### src/rtl/quad_pkg.sv
// Shared types for the quadrature sampling controller.
package quad_pkg;

    localparam int QUAD_CNT_W = 22;

    typedef enum logic [1:0] {
        IDLE = 2'd0,
        RUN  = 2'd1,
        SEEK = 2'd2
    } state_t;

    typedef struct packed {
        logic [QUAD_CNT_W-1:0] pos;
        logic [QUAD_CNT_W-1:0] vel;
        logic                  homed;
    } sample_t;

endpackage

### src/rtl/quad_sample_fifo.sv
// Two-entry sample buffer; a push while full with no pop is dropped and flagged.
module quad_sample_fifo #(
    parameter int DW = 8
) (
    input  logic          clk,
    input  logic          nrst,
    input  logic          push,
    input  logic [DW-1:0] din,
    input  logic          pop_req,
    output logic [DW-1:0] dout,
    output logic [1:0]    count,
    output logic          full,
    output logic          empty,
    output logic          drop
);

    logic [DW-1:0] mem_q [2];
    logic [DW-1:0] mem_d [2];
    logic          wr_q, wr_d;
    logic          rd_q, rd_d;
    logic [1:0]    cnt_q, cnt_d;
    logic          pop;
    logic          wr_en;

    // Occupancy, pointer and storage update; a full buffer still accepts when popped the same cycle.
    always_comb begin
        empty = (cnt_q == 2'd0);
        full  = (cnt_q == 2'd2);
        pop   = pop_req & ~empty;
        wr_en = push & (~full | pop);
        drop  = push & full & ~pop;
        mem_d = mem_q;
        wr_d  = wr_q;
        rd_d  = rd_q;
        cnt_d = cnt_q;
        if (wr_en) begin
            mem_d[wr_q] = din;
            wr_d        = ~wr_q;
        end
        if (pop) begin
            rd_d = ~rd_q;
        end
        case ({wr_en, pop})
            2'b10:   cnt_d = cnt_q + 2'd1;
            2'b01:   cnt_d = cnt_q - 2'd1;
            default: cnt_d = cnt_q;
        endcase
        dout  = mem_q[rd_q];
        count = cnt_q;
    end

    // Buffer registers with synchronous reset.
    always_ff @(posedge clk) begin
        if (nrst) begin
            mem_q[0] <= '0;
            mem_q[1] <= '0;
            wr_q     <= 1'b0;
            rd_q     <= 1'b0;
            cnt_q    <= '0;
        end else begin
            mem_q <= mem_d;
            wr_q  <= wr_d;
            rd_q  <= rd_d;
            cnt_q <= cnt_d;
        end
    end

endmodule

### src/rtl/quad_sample_ctrl.sv
// Homing and periodic position/velocity sampling for the quadrature counter.
module quad_sample_ctrl
    import quad_pkg::*;
#(
    parameter int CNT_W = QUAD_CNT_W,
    parameter int DIV_W = 16
) (
    input  logic             clk,
    input  logic             nrst,
    input  logic [CNT_W-1:0] count,
    input  logic             index,
    input  logic             enable,
    input  logic             home_req,
    input  logic [DIV_W-1:0] period,
    input  logic             ovr_clr,
    output logic             m_valid,
    input  logic             m_ready,
    output logic [CNT_W-1:0] m_pos,
    output logic [CNT_W-1:0] m_vel,
    output logic             m_homed,
    output logic             homed,
    output logic             seeking,
    output logic             overrun
);

    localparam int SMP_W = 2 * CNT_W + 1;

    state_t           state_q, state_d;
    logic             idx_s1_q, idx_s2_q, idx_dly_q;
    logic [DIV_W-1:0] div_q, div_d;
    logic [CNT_W-1:0] offset_q, offset_d;
    logic [CNT_W-1:0] prev_pos_q, prev_pos_d;
    logic             homed_q, homed_d;
    logic             first_q, first_d;
    logic             overrun_q, overrun_d;
    logic             tick;
    logic             capture;
    logic [CNT_W-1:0] pos, vel;
    logic [SMP_W-1:0] smp_in, smp_out;
    logic             fifo_empty;
    logic             fifo_drop;

    // Index synchronizer plus one delay flop for rising-edge detection.
    always_ff @(posedge clk) begin
        if (nrst) begin
            idx_s1_q  <= 1'b0;
            idx_s2_q  <= 1'b0;
            idx_dly_q <= 1'b0;
        end else begin
            idx_s1_q  <= index;
            idx_s2_q  <= idx_s1_q;
            idx_dly_q <= idx_s2_q;
        end
    end

    // Next state; dropping enable wins from any state.
    always_comb begin
        state_d = state_q;
        case (state_q)
            IDLE:    if (enable) state_d = RUN;
            RUN:     if (home_req) state_d = SEEK;
            SEEK:    if (capture) state_d = RUN;
            default: state_d = IDLE;
        endcase
        if (!enable) begin
            state_d = IDLE;
        end
    end

    // Divider, sample arithmetic, homing and overrun bookkeeping.
    always_comb begin
        capture = (state_q == SEEK) & idx_s2_q & ~idx_dly_q;
        tick    = (state_q != IDLE) && (div_q == '0);
        pos     = count - offset_q;
        vel     = first_q ? '0 : pos - prev_pos_q;
        smp_in  = {pos, vel, homed_q};

        div_d = div_q - 1'b1;
        if (state_q == IDLE || tick) begin
            div_d = period;
        end

        offset_d   = capture ? count : offset_q;
        homed_d    = homed_q | capture;
        prev_pos_d = tick ? pos : prev_pos_q;

        // A capture coinciding with a tick re-arms first so the following sample starts clean.
        first_d = first_q;
        if (tick) begin
            first_d = 1'b0;
        end
        if (capture || state_q == IDLE) begin
            first_d = 1'b1;
        end

        overrun_d = overrun_q;
        if (ovr_clr) begin
            overrun_d = 1'b0;
        end
        if (fifo_drop) begin
            overrun_d = 1'b1;
        end
    end

    // Control and datapath registers.
    always_ff @(posedge clk) begin
        if (nrst) begin
            state_q    <= IDLE;
            div_q      <= '0;
            offset_q   <= '0;
            prev_pos_q <= '0;
            homed_q    <= 1'b0;
            first_q    <= 1'b0;
            overrun_q  <= 1'b0;
        end else begin
            state_q    <= state_d;
            div_q      <= div_d;
            offset_q   <= offset_d;
            prev_pos_q <= prev_pos_d;
            homed_q    <= homed_d;
            first_q    <= first_d;
            overrun_q  <= overrun_d;
        end
    end

    quad_sample_fifo #(
        .DW (SMP_W)
    ) u_fifo (
        .clk     (clk),
        .nrst    (nrst),
        .push    (tick),
        .din     (smp_in),
        .pop_req (m_ready),
        .dout    (smp_out),
        .count   (),
        .full    (),
        .empty   (fifo_empty),
        .drop    (fifo_drop)
    );

    // Output unpacking and status flags.
    always_comb begin
        m_valid                  = ~fifo_empty;
        {m_pos, m_vel, m_homed}  = smp_out;
        homed                    = homed_q;
        seeking                  = (state_q == SEEK);
        overrun                  = overrun_q;
    end

endmodule

### config.mk
export PLATFORM = sky130hd
export DESIGN_NAME = quad_sample_ctrl
export DESIGN_NICKNAME = d
export VERILOG_FILES = /design/src/rtl/quad_pkg.sv /design/src/rtl/quad_sample_fifo.sv /design/src/rtl/quad_sample_ctrl.sv
export SDC_FILE = /design/constraint.sdc
export NUM_CORES = 1
export LEC_CHECK = 0
export CAP_MARGIN = 15
export CORE_ASPECT_RATIO = 0.7
export CORE_UTILIZATION = 25
export DETAILED_ROUTE_END_ITERATION = 10
export GPL_ROUTABILITY_DRIVEN = 0
export GPL_TIMING_DRIVEN = 0
export SLEW_MARGIN = 20
export SYNTH_ARGS = -nofsm -noshare
export SYNTH_HDL_FRONTEND = slang
export SYNTH_SLANG_ARGS = --single-unit
### constraint.sdc
create_clock -name clk -period 12.6 [get_ports clk]
set_clock_uncertainty 0.15 [all_clocks]
set_input_delay 1.89 -clock clk [delete_from_list [all_inputs] [get_ports clk]]
set_output_delay 1.89 -clock clk [all_outputs]
set_load 0.1 [all_outputs]
**Word-level counts from Yosys, hierarchy flattened**

Index checks and enable logic that the tools add are counted.

- Input bits: 45
- Output and inout bits: 49
- Word-level logic and storage cells: 76
- Flip-flop bits (word level): 162

- $lt $le $gt $ge: 3
- Equality and inequality tests: 7
- Reductions and logical operators: 13
- Mux-type cells: 16
- Add/subtract/negate cells: 5
- Bitwise logic cells: 17

Operators by type and width:

| kind | count |
|---|---|
| $mux 45 | 4 |
| $bwmux 90 | 1 |
| $demux 45 s1 | 1 |
| $sub 22x22->22 | 2 |
| $mux 22 | 1 |
| $logic_not 16->1 | 1 |
| $mux 16 | 1 |
| $sub 16x1->16 const B | 1 |
| $reduce_bool 2->1 | 4 |
| $not 1->1 | 7 |
| $and 1x1->1 | 6 |
| $eq 2x2->1 const B | 3 |
| $pmux 2 s3 | 1 |
| $eq 2x1->1 const B | 2 |
| $ge 2x2->1 const B | 2 |
| $logic_not 2->1 | 2 |
| $mux 1 | 4 |
| $mux 2 | 2 |
| $not 1->2 | 2 |
| $pmux 2 s2 | 1 |
| $add 2x1->2 const B | 1 |
| $logic_and 1x1->1 | 2 |
| $logic_or 1x1->1 | 2 |
| $lt 2x1->1 const B | 1 |
| other kinds (6) | 7 |

**Logic depth before layout (Yosys ltp)**

Gate-level depths: netlist (run 1).

- Depth after elaboration: 7
- Gate-level depth with buffers: 21
- Mapped depth without buffers: 21

**By module**

A second synthesis (run 1) with hierarchy kept.

- Cells, all modules: 1110
- Area, all modules: 9303.9 µm²

Modules (own cells, without submodules):

| module | seq. area each (µm²) | area an instance (µm²) | cells an instance | instances |
|---|---|---|---|---|
| quad_sample_ctrl | 1361.3 | 4820.9 | 638 | 1 |
| quad_sample_fifo | 1881.8 | 4483.0 | 472 | 1 |

**Least setup slack after synthesis (run 1)**

No wires, ideal clock.

- Path kind: input to register
- Start: in count[0]
- End: reg u_fifo.mem_q[63] (netlist bit)
- Path buffers: 0
- Required time: 12.380 ns
- Setup time: 0.070 ns
- Stages: 20
- Setup slack: 7.137 ns
- Arrival: 5.243 ns
- Path through: inv_1 -> ha_1 -> fa_1 -> nor2b_1 -> o21a_1 -> o21ai_0 -> a31oi_1 -> o21a_1 -> nor2_1 -> xnor2_1 -> ha_1 -> nand2_1 -> nor2_1 -> a21oi_1 -> o21ai_0 -> o41a_1 -> a311o_1 -> xnor2_1 -> nand2b_1 -> a21oi_1

- Cells in the longest elaborated chain, start to end: 4

RTL lines:

| what | line | RTL |
|---|---|---|
| start: declaration | quad_sample_ctrl.sv:10 | `input logic [CNT_W-1:0] count,` |
| $sub 22x22->22 | quad_sample_ctrl.sv:74 | `pos = count - offset_q;` |
| net pos[10] | quad_sample_ctrl.sv:38 | `logic [CNT_W-1:0] pos, vel;` |
| $sub 22x22->22 | quad_sample_ctrl.sv:75 | `vel = first_q ? '0 : pos - prev_pos_q;` |
| $mux 22 | quad_sample_ctrl.sv:75 |  |
| $bwmux 90 | quad_sample_fifo.sv:37 | `mem_d[wr_q] = din;` |
| end signal: assignment | quad_sample_fifo.sv:61 | `mem_q <= mem_d;` |
| end: declaration | quad_sample_fifo.sv:17 | `logic [DW-1:0] mem_q [2];` |

The timed path passes the listed nets, and every way through them passes these cells.
A chain may end at the register's enable or synchronous reset.

**Worst setup path after layout (run 1)**

Ends and elaborated chain as after synthesis.

==> results.yml, run 1 <==
cts:
  clock-sinks: 162
  clockBufferDepth: 2
  ctsResizeCount: 0
  ctsHoldBuffers: 0
  htree_levels: 4
  clk_pin_slew_ps: 60
  root_buffer: "clkbuf_16"
  clk_latency_ps: 450
  postCtsSetupRepairBufs: 0
  cts_tree: "done"
  cts_buffers: 17
critical_path:
  arrival_ps: 6800
  rrSetupSlack_ps: 7680
  critPathKind: "primary input to flop"
  cp_max_fo: 4
  required_ps: 12760
  cp-startpoint: "count[0]"
  end_kind: "flop"
  r2r_end: "u_fifo.mem_q[63]"
  timing.critical_path.from_type: "primary input"
  reg2reg_depth: 19
  r2r-start: "offset_q[0]"
global_routing:
  grt_pass1_vias: 7075
  grt_overflow: 0
  grt_pass1_wl_mm: 40.95
  grt_max_degree: 17
  track_usage_pct: 15.48
  grt_antenna_before_repair: 0
placement:
  post_dp_cell_area_um2: 10030
  pre_cts_ws_ps: 5528
  io_buffers: 93
  placed_cells: 1612
  hpwl_mm: 21.03
floorplanning:
  core-area_um2: 33560
  ios: 94
  die_area_um2: 34960
  fp.dieH_um: 156.7
  die_w_um: 223.1
  start_util_pct: 25.48
  row_count: 56
synthesis:
  ys.flop_type: "dfxtp_1"
  synth_top_area_share_pct: 37.92
  netlist_instances: 1084
  synth-async-reset-ratio_pct: 0
  syn_area_um2: 8552
  syn_nets: 1175
  yosys_warnings: 0
  synth_top_cell_by_area: "dfxtp_1"
  syn_avg_cell_area_um2: 7.889
  synth-seq-area-share_pct: 37.92
  yosys-top-cells-area: "dfxtp_1 (38%), nand2_1 (9.8%), a21oi_1 (7.4%)"
  ys_ff_latch: 162
  synth.distinct_cells: 62
  synth-edff-count: 0
routing:
  wl_per_cell_um: 16.35
  ant_nets: 0
  vias: 7836
  wl_mm: 26.88
  dr.pass1.iters: 5
  dr.first_iter.drc_count: 616
  drcViolationCount: 0
  vias_per_cell: 4.766
run:
  cap_viol_max_count: 0
power_and_ir_drop:
  power.leakage_nw: 3.704
  powerDensity_nw_per_um2: 115.9
  vdd_drop_max_mv: 0.1142
cells_and_area:
  finalNonFillerCells: 1644
  nets: 1287
  num-fill-cells: 3574
  syn_to_final_growth_pct: 23.88
  final_common_cell: "nand2_1"
  layout-drive-gt1-share_pct: 7.940
  fin_area_um2: 10590
  diodes: 0
  mostFrequentLayoutCells: "nand2_1 (223), dfxtp_1 (162), a21oi_1 (126)"
min_path:
  hold_path_startpoint: "idx_s1_q"
  whs_path_depth: 1
  hold_end: "idx_s2_q"
  hold_path.class: "flop to flop"
timing:
  setup_violations: 0
  rsz0062_at_grt: "false"
  max_slew.worst_pin.slew_ps: 1008
  fmax_ghz: 0.1505
  max-slew-margin-rel_pct: 32.62
  hold_viol_final: 0
  drv_slew: 0
  fin_setup_tns_ps: 0
  fin_crit_sh_pct: 52.72
  fin_crit_ps: 6643
  setup_ws_ps: 5957
status:
  status: "complete, no violations"
==> worst max-delay path, stage by stage <==
cell	delay (ps)
clkdlybuf4s50_1	510
inv_1	60
ha_1	230
fa_1	420
nor2b_1	130
o21a_1	140
o21ai_0	140
a31oi_1	400
o21a_1	160
nor2_1	40
xnor2_1	510
ha_1	410
nand2_1	130
nor2_1	50
a21oi_1	100
o21ai_0	140
o41a_1	440
a311o_1	370
xnor2_1	300
nand2b_1	160
a21oi_1	70
==> worst max-delay path by stage <==
stage | to | slack, ps | depth (start not counted)
global placement | u_fifo.mem_q[63] | 5610 | 21
global route | u_fifo.mem_q[63] | 5540 | 21
CTS | u_fifo.mem_q[63] | 5990 | 21
detailed placement | u_fifo.mem_q[63] | 5530 | 21
finish | u_fifo.mem_q[63] | 5960 | 21
floorplan | u_fifo.mem_q[63] | 7140 | 20
==> final cells by class <==
cell class / instances / area (um^2) / share of cell area, %
Timing Repair Buffer: 93 / 930.9 / 8.787
Buffer: 52 / 211.5 / 1.996
Clock inverter: 11 / 106.4 / 1.004
Tap cell: 435 / 544.3 / 5.138
Clock buffer: 21 / 460.4 / 4.346
Sequential cell: 162 / 3243 / 30.61
Multi-Input combinational cell: 814 / 4887 / 46.13
Inverter: 56 / 210.2 / 1.984
==> routing by layer <==
| metal | track usage (%) | share of wire, % | up-vias |
|---|---|---|---|
| li1 | - | - | 3916 |
| met1 | 23.42 | 52 | 3679 |
| met2 | 21.47 | 40 | 224 |
| met3 | 3.962 | 6.5 | 17 |
| met4 | 3.284 | 0.84 | 0 |
| met5 | 0 | 0 | - |
==> synth_stat cells (3+ instances only) <==
master / n
or3_1: 4
buf_2: 7
nand2b_1: 14
mux2i_1: 4
and4_1: 3
o21a_1: 7
or2_2: 4
o21ai_1: 4
inv_1: 56
nand2_1: 223
o211ai_1: 5
o21ai_0: 43
and2_1: 4
ha_1: 44
a21oi_1: 126
nand4_1: 3
a311oi_1: 4
clkbuf_1: 43
xor2_1: 17
a31oi_1: 7
nor2_1: 93
nor2b_1: 14
and3_1: 8
a211oi_1: 20
mux2_2: 44
a21o_1: 12
xnor2_1: 31
a311o_1: 4
nor4_1: 7
nand3_1: 7
nor3_1: 20
dfxtp_1: 162
o31ai_1: 4
==> sequential cells by signal, indices dropped and copies added (netlist names) <==
name and cells:
idx_s1_q 1, offset_q 22, prev_pos_q 22, idx_dly_q 1, div_q 16, idx_s2_q 1, u_fifo.rd_q 1, u_fifo.wr_q 1
overrun 1, u_fifo.count 2, u_fifo.mem_q 90, state_q 2, homed 1, first_q 1
==> power by group <==
group          switching, W  internal (W)  total (W)
sequential       0.00000565      0.000518   0.000524
clock              0.000224      0.000283   0.000507
combinational      0.000122     0.0000754   0.000197
==> through the flow <==
| stage | power (W) | hold WS, ps | util (%) |
|---|---|---|---|
| floorplan | 0.0006656 | 263.8 | - |
| global placement | 0.0007276 | 268.1 | 29.88 |
| detailed placement | 0.0007296 | 281.8 | 29.88 |
| CTS | 0.001236 | 296.3 | 31.56 |
| global route | 0.001280 | 304.7 | 31.56 |
| finish | 0.001228 | 296.1 | 31.56 |
==> cell families (layout without fill, tap and decap cells) <==
| logic type | count (synthesis) | count (layout) | synth area share, % |
|---|---|---|---|
| muxes | 48 | 48 | 6.262 |
| and+or+nand+nor | 416 | 416 | 21.32 |
| xor gates and xnor gates | 48 | 48 | 4.916 |
| buffers and inverters | 108 | 233 | 4.930 |
| adders and majority gates | 46 | 46 | 6.906 |
| DFF | 162 | 162 | 37.92 |
| AOI/OAI and AO/OA | 256 | 256 | 17.75 |
No activity file was read; power rests on OpenSTA's default activity.
==> run 2: changes to the inputs <==
==> constraint.sdc (replaced) <==
create_clock -name clk -period 5.9 [get_ports clk]
set_clock_uncertainty 0.15 [all_clocks]
set_input_delay 0.885 -clock clk [delete_from_list [all_inputs] [get_ports clk]]
set_output_delay 0.885 -clock clk [all_outputs]
set_load 0.1 [all_outputs]
==> results.yml, run 2 (synthesized netlist as in run 1, its figures left out) <==
status:
  status: "complete, no violations"
power_and_ir_drop:
  switchingPower_w: 0.0007510
  seqPwrFrac_pct: 42.6
  clockPowerShare_pct: 41.3
  vdd_drop_max_mv: 0.2440
  power.leakage_nw: 3.709
  p_int_w: 0.001873
  power_frac_comb_pct: 16.1
  powerDensity_nw_per_um2: 247.5
  switching_share_pct: 28.62
  total_power_w: 0.002624
timing:
  drv_slew: 0
  setup_violations: 0
  fin_setup_tns_ps: 0
  max-slew-margin-rel_pct: 32.62
  fin_crit_ps: 5499
  max_slew.worst_pin.slew_ps: 1008
  setup_ws_ps: 401.3
  fin_crit_sh_pct: 93.20
  hold_viol_final: 0
  fmax_ghz: 0.1819
cells_and_area:
  fin_area_um2: 10600
  largest_register: "u_fifo.mem_q"
  syn_to_final_growth_pct: 23.96
  layout-drive-gt1-share_pct: 8.023
  nets: 1287
  diodes: 0
  mostFrequentLayoutCells: "nand2_1 (223), dfxtp_1 (162), a21oi_1 (126)"
  largest_registers: "u_fifo.mem_q: 90 flops, offset_q: 22 flops, prev_pos_q: 22 flops"
  largest_reg_flops: 90
  final_common_cell: "nand2_1"
  fin_util_pct: 31.59
min_path:
  whs_path_depth: 1
  hold_path_startpoint: "idx_s1_q"
  hold_end: "idx_s2_q"
  hold_path.class: "flop to flop"
critical_path:
  r2r_end: "u_fifo.mem_q[63]"
  timing.critical_path.from_type: "primary input"
  end_kind: "flop"
  required_ps: 6050
  reg2reg_depth: 20
  cp_max_fo: 4
  r2r-start: "offset_q[1]"
  rrSetupSlack_ps: 1000
  arrival_ps: 5650
  critPathKind: "primary input to flop"
global_routing:
  grt_antenna_before_repair: 0
  grt_pass1_wl_mm: 40.95
  grt_pass1_vias: 7075
  grt_overflow: 0
  track_usage_pct: 15.48
  grt_max_degree: 17
placement:
  io_buffers: 93
  hpwl_mm: 21.03
  pre_cts_ws_ps: -166.6
  post_dp_cell_area_um2: 10030
routing:
  ant_nets: 0
  drcViolationCount: 0
  dr.first_iter.drc_count: 575
  wl_per_cell_um: 16.36
  vias: 7842
  vias_per_cell: 4.770
  wl_mm: 26.89
  dr.pass1.iters: 5
floorplanning:
  core-area_um2: 33560
  row_count: 56
  fp.dieH_um: 156.7
  ios: 94
  die_w_um: 223.1
  die_area_um2: 34960
  start_util_pct: 25.48
cts:
  htree_levels: 4
  ctsResizeCount: 0
  postCtsSetupRepairBufs: 0
  clock-sinks: 162
  root_buffer: "clkbuf_16"
  ctsHoldBuffers: 0
  cts_tree: "done"
  clockBufferDepth: 2
  clk_latency_ps: 450
  cts_buffers: 17
  clk_pin_slew_ps: 60
run:
  cap_viol_max_count: 0
[run 2: power by group through the flow]
| stage | logic (W) | clock network (W) | registers [W] |
|---|---|---|---|
| 2_1_floorplan | 0.000280 | 0 | 0.00114 |
| 3_3_place_gp | 0.000411 | 0 | 0.00114 |
| 3_5_place_dp | 0.000415 | 0 | 0.00114 |
| 4_1_cts | 0.000417 | 0.00110 | 0.00112 |
| 5_1_grt | 0.000461 | 0.00115 | 0.00112 |
| 6_report | 0.000422 | 0.00108 | 0.00112 |
[run 2: worst max-delay path by stage]
stage | from | end | slack, ps | cells past startpoint
floorplan | count[0] | u_fifo.mem_q[63] | 1440 | 20
global placement | count[0] | u_fifo.mem_q[63] | -80 | 21
detailed placement | count[0] | u_fifo.mem_q[63] | -170 | 21
CTS | count[0] | u_fifo.mem_q[63] | 290 | 21
global route | count[1] | u_fifo.mem_q[63] | -2 | 20
finish | count[0] | u_fifo.mem_q[63] | 400 | 21
[run 2: area by class of cell]
type | instances | area [um^2]
Buffer | 52 | 211.5
Multi-Input combinational cell | 814 | 4895
Sequential cell | 162 | 3243
Fill cell | 3575 | 22960
Timing Repair Buffer | 93 | 930.9
Clock inverter | 11 | 106.4
Clock buffer | 21 | 460.4
Tap cell | 435 | 544.3
Inverter | 56 | 210.2
[run 2: through the flow]
step	hold WS (ps)	instances
5_1_grt	304.7	1644
3_5_place_dp	281.8	1612
2_1_floorplan	263.8	1084
4_1_cts	296.3	1644
3_3_place_gp	268.1	1612
6_report	296.1	1644
[run 2: critical path: stages]
cell	delay [ps]
clkdlybuf4s50_1	510
inv_1	60
ha_1	230
fa_1	420
nor2b_1	130
o21a_1	140
o21ai_0	140
nand2_1	100
a21oi_1	80
xnor2_1	530
ha_1	410
o21ai_0	190
nor2_1	80
and2_1	160
o21ai_1	110
o21ai_0	150
o41a_1	440
a311o_1	370
xnor2_1	300
nand2b_1	160
a21oi_1	70
[run 2: layer usage]
layer / part of all wire, % / GRT usage (%) / up-vias
li1: - / - / 3912
met1: 52 / 23.42 / 3682
met2: 40 / 21.47 / 230
met3: 6.6 / 3.962 / 18
met4: 0.91 / 3.284 / 0
met5: 0 / 0 / -
==> run 3: changes to the inputs <==
==> constraint.sdc (replaced) <==
create_clock -name clk -period 5.4 [get_ports clk]
set_clock_uncertainty 0.15 [all_clocks]
set_input_delay 0.81 -clock clk [delete_from_list [all_inputs] [get_ports clk]]
set_output_delay 0.81 -clock clk [all_outputs]
set_load 0.1 [all_outputs]
==> results.yml, run 3 (synthesized netlist as in run 1, its figures left out) <==
critical_path:
  r2r_end: "u_fifo.mem_q[63]"
  timing.critical_path.from_type: "primary input"
  reg2reg_depth: 19
  required_ps: 5550
  cp_max_fo: 4
  r2r-start: "offset_q[1]"
  critPathKind: "primary input to flop"
  arrival_ps: 5320
  rrSetupSlack_ps: 760
  end_kind: "flop"
placement:
  placed_cells: 1612
  io_buffers: 93
  hpwl_mm: 21.03
min_path:
  whs_path_depth: 1
  hold_end: "idx_s2_q"
  hold_path_startpoint: "idx_s1_q"
  hold_path.class: "flop to flop"
timing:
  setup_violations: 0
  fmax_ghz: 0.1935
  max_slew.worst_pin.slew_ps: 1008
  fin_crit_sh_pct: 95.72
  drv_slew: 0
  max-slew-margin-rel_pct: 32.62
  fin_crit_ps: 5169
  hold_viol_final: 0
cts:
  clock-sinks: 162
  htree_levels: 4
  cts_buffers: 17
  clk_latency_ps: 450
  cts_tree: "done"
  clockBufferDepth: 2
  root_buffer: "clkbuf_16"
  ctsHoldBuffers: 0
  clk_pin_slew_ps: 60
floorplanning:
  die_w_um: 223.1
  ios: 94
  core-area_um2: 33560
  row_count: 56
  fp.dieH_um: 156.7
  start_util_pct: 25.48
  die_area_um2: 34960
power_and_ir_drop:
  total_power_w: 0.002897
  powerDensity_nw_per_um2: 269.4
  power.leakage_nw: 3.770
  vdd_drop_max_mv: 0.2654
cells_and_area:
  num-fill-cells: 3561
  syn_to_final_growth_pct: 25.74
  layout-drive-gt1-share_pct: 9.539
  nets: 1294
  largest_register: "u_fifo.mem_q"
  largest_reg_flops: 90
  final_common_cell: "nand2_1"
  largest_registers: "u_fifo.mem_q: 90 flops, offset_q: 22 flops, prev_pos_q: 22 flops"
  mostFrequentLayoutCells: "nand2_1 (223), dfxtp_1 (162), a21oi_1 (126)"
  finalNonFillerCells: 1651
  diodes: 0
global_routing:
  grt_max_degree: 17
  grt_pass1_wl_mm: 40.97
  grt_antenna_before_repair: 0
  track_usage_pct: 15.49
  grt_pass1_vias: 7082
  grt_overflow: 0
routing:
  wl_mm: 27.17
  dr.first_iter.drc_count: 552
  wl_per_cell_um: 16.46
  vias: 7861
  vias_per_cell: 4.761
  ant_nets: 0
  dr.pass1.iters: 5
  drcViolationCount: 0
status:
  status: "complete, no violations"
run:
  cap_viol_max_count: 0
## run 3: worst max-delay path: stages
cell and delay (ps):
clkdlybuf4s50_1 510, inv_1 60, ha_1 230, fa_1 420, nor2b_1 130, o21a_1 140
o21ai_0 160, a31oi_2 290, o21a_1 150, nor2_1 60, xnor2_2 130, buf_4 160
ha_1 360, nand2_1 140, nor2_1 60, a21oi_1 110, o21ai_1 110, o41a_1 460
a311o_1 390, xnor2_2 240, nand2b_1 140, a21oi_1 70
## run 3: area by class of cell
cell class	instances	area, um^2	area share, %
tap	435	544.3	5.062
inverter	56	210.2	1.955
multi-input combinational	814	4994	46.44
buffer	52	211.5	1.966
sequential	162	3243	30.16
clock buffer	21	460.4	4.282
clock inverter	11	106.4	0.9891
timing repair buffer	100	983.4	9.146
## run 3: timing repair
item	4_1_cts	5_1_grt
endpoints found under the setup margin	1	16
setup buffers	0	7
pin swaps	0	7
resized for setup	1	15
## run 3: metal layers
layer  GRT usage (%)  up-vias  wire, um
met2           21.50      204     10990
met1           23.42     3709     14380
met3           3.962       21      1537
met5               0        -         0
li1                -     3927         -
met4           3.284        0       263
## run 3: power breakdown
group          internal [W]  leakage (nW)  switching (W)
clock              0.000660         0.270       0.000523
sequential          0.00121          1.31      0.0000132
combinational      0.000197          2.19       0.000294
total               0.00207          3.77       0.000831
## run 3: stage by stage
stage / util, % / setup TNS [ps] / area (um^2) / hold slack (ps) / setup WS (ps)
after floorplan: - / 0 / 8552 / 263.8 / 1017
after global placement: 29.88 / -4147 / 10030 / 268.1 / -507.2
after detailed placement: 29.88 / -5090 / 10030 / 281.8 / -591.6
after CTS: 31.59 / 0 / 10600 / 296.3 / 25.16
after global routing: 32.04 / -77.60 / 10750 / 304.7 / -51.13
final: 32.04 / 0 / 10750 / 296.1 / 231.1
## run 3: worst max-delay path by stage
stage,startpoint,to,slack [ps],cells after the start
CTS,count[0],u_fifo.mem_q[63],30,21
floorplan,count[0],u_fifo.mem_q[63],1020,20
global route,count[0],u_fifo.mem_q[63],-50,22
finish,count[0],u_fifo.mem_q[63],230,22
global placement,count[0],u_fifo.mem_q[63],-510,21
detailed placement,count[0],u_fifo.mem_q[63],-590,21
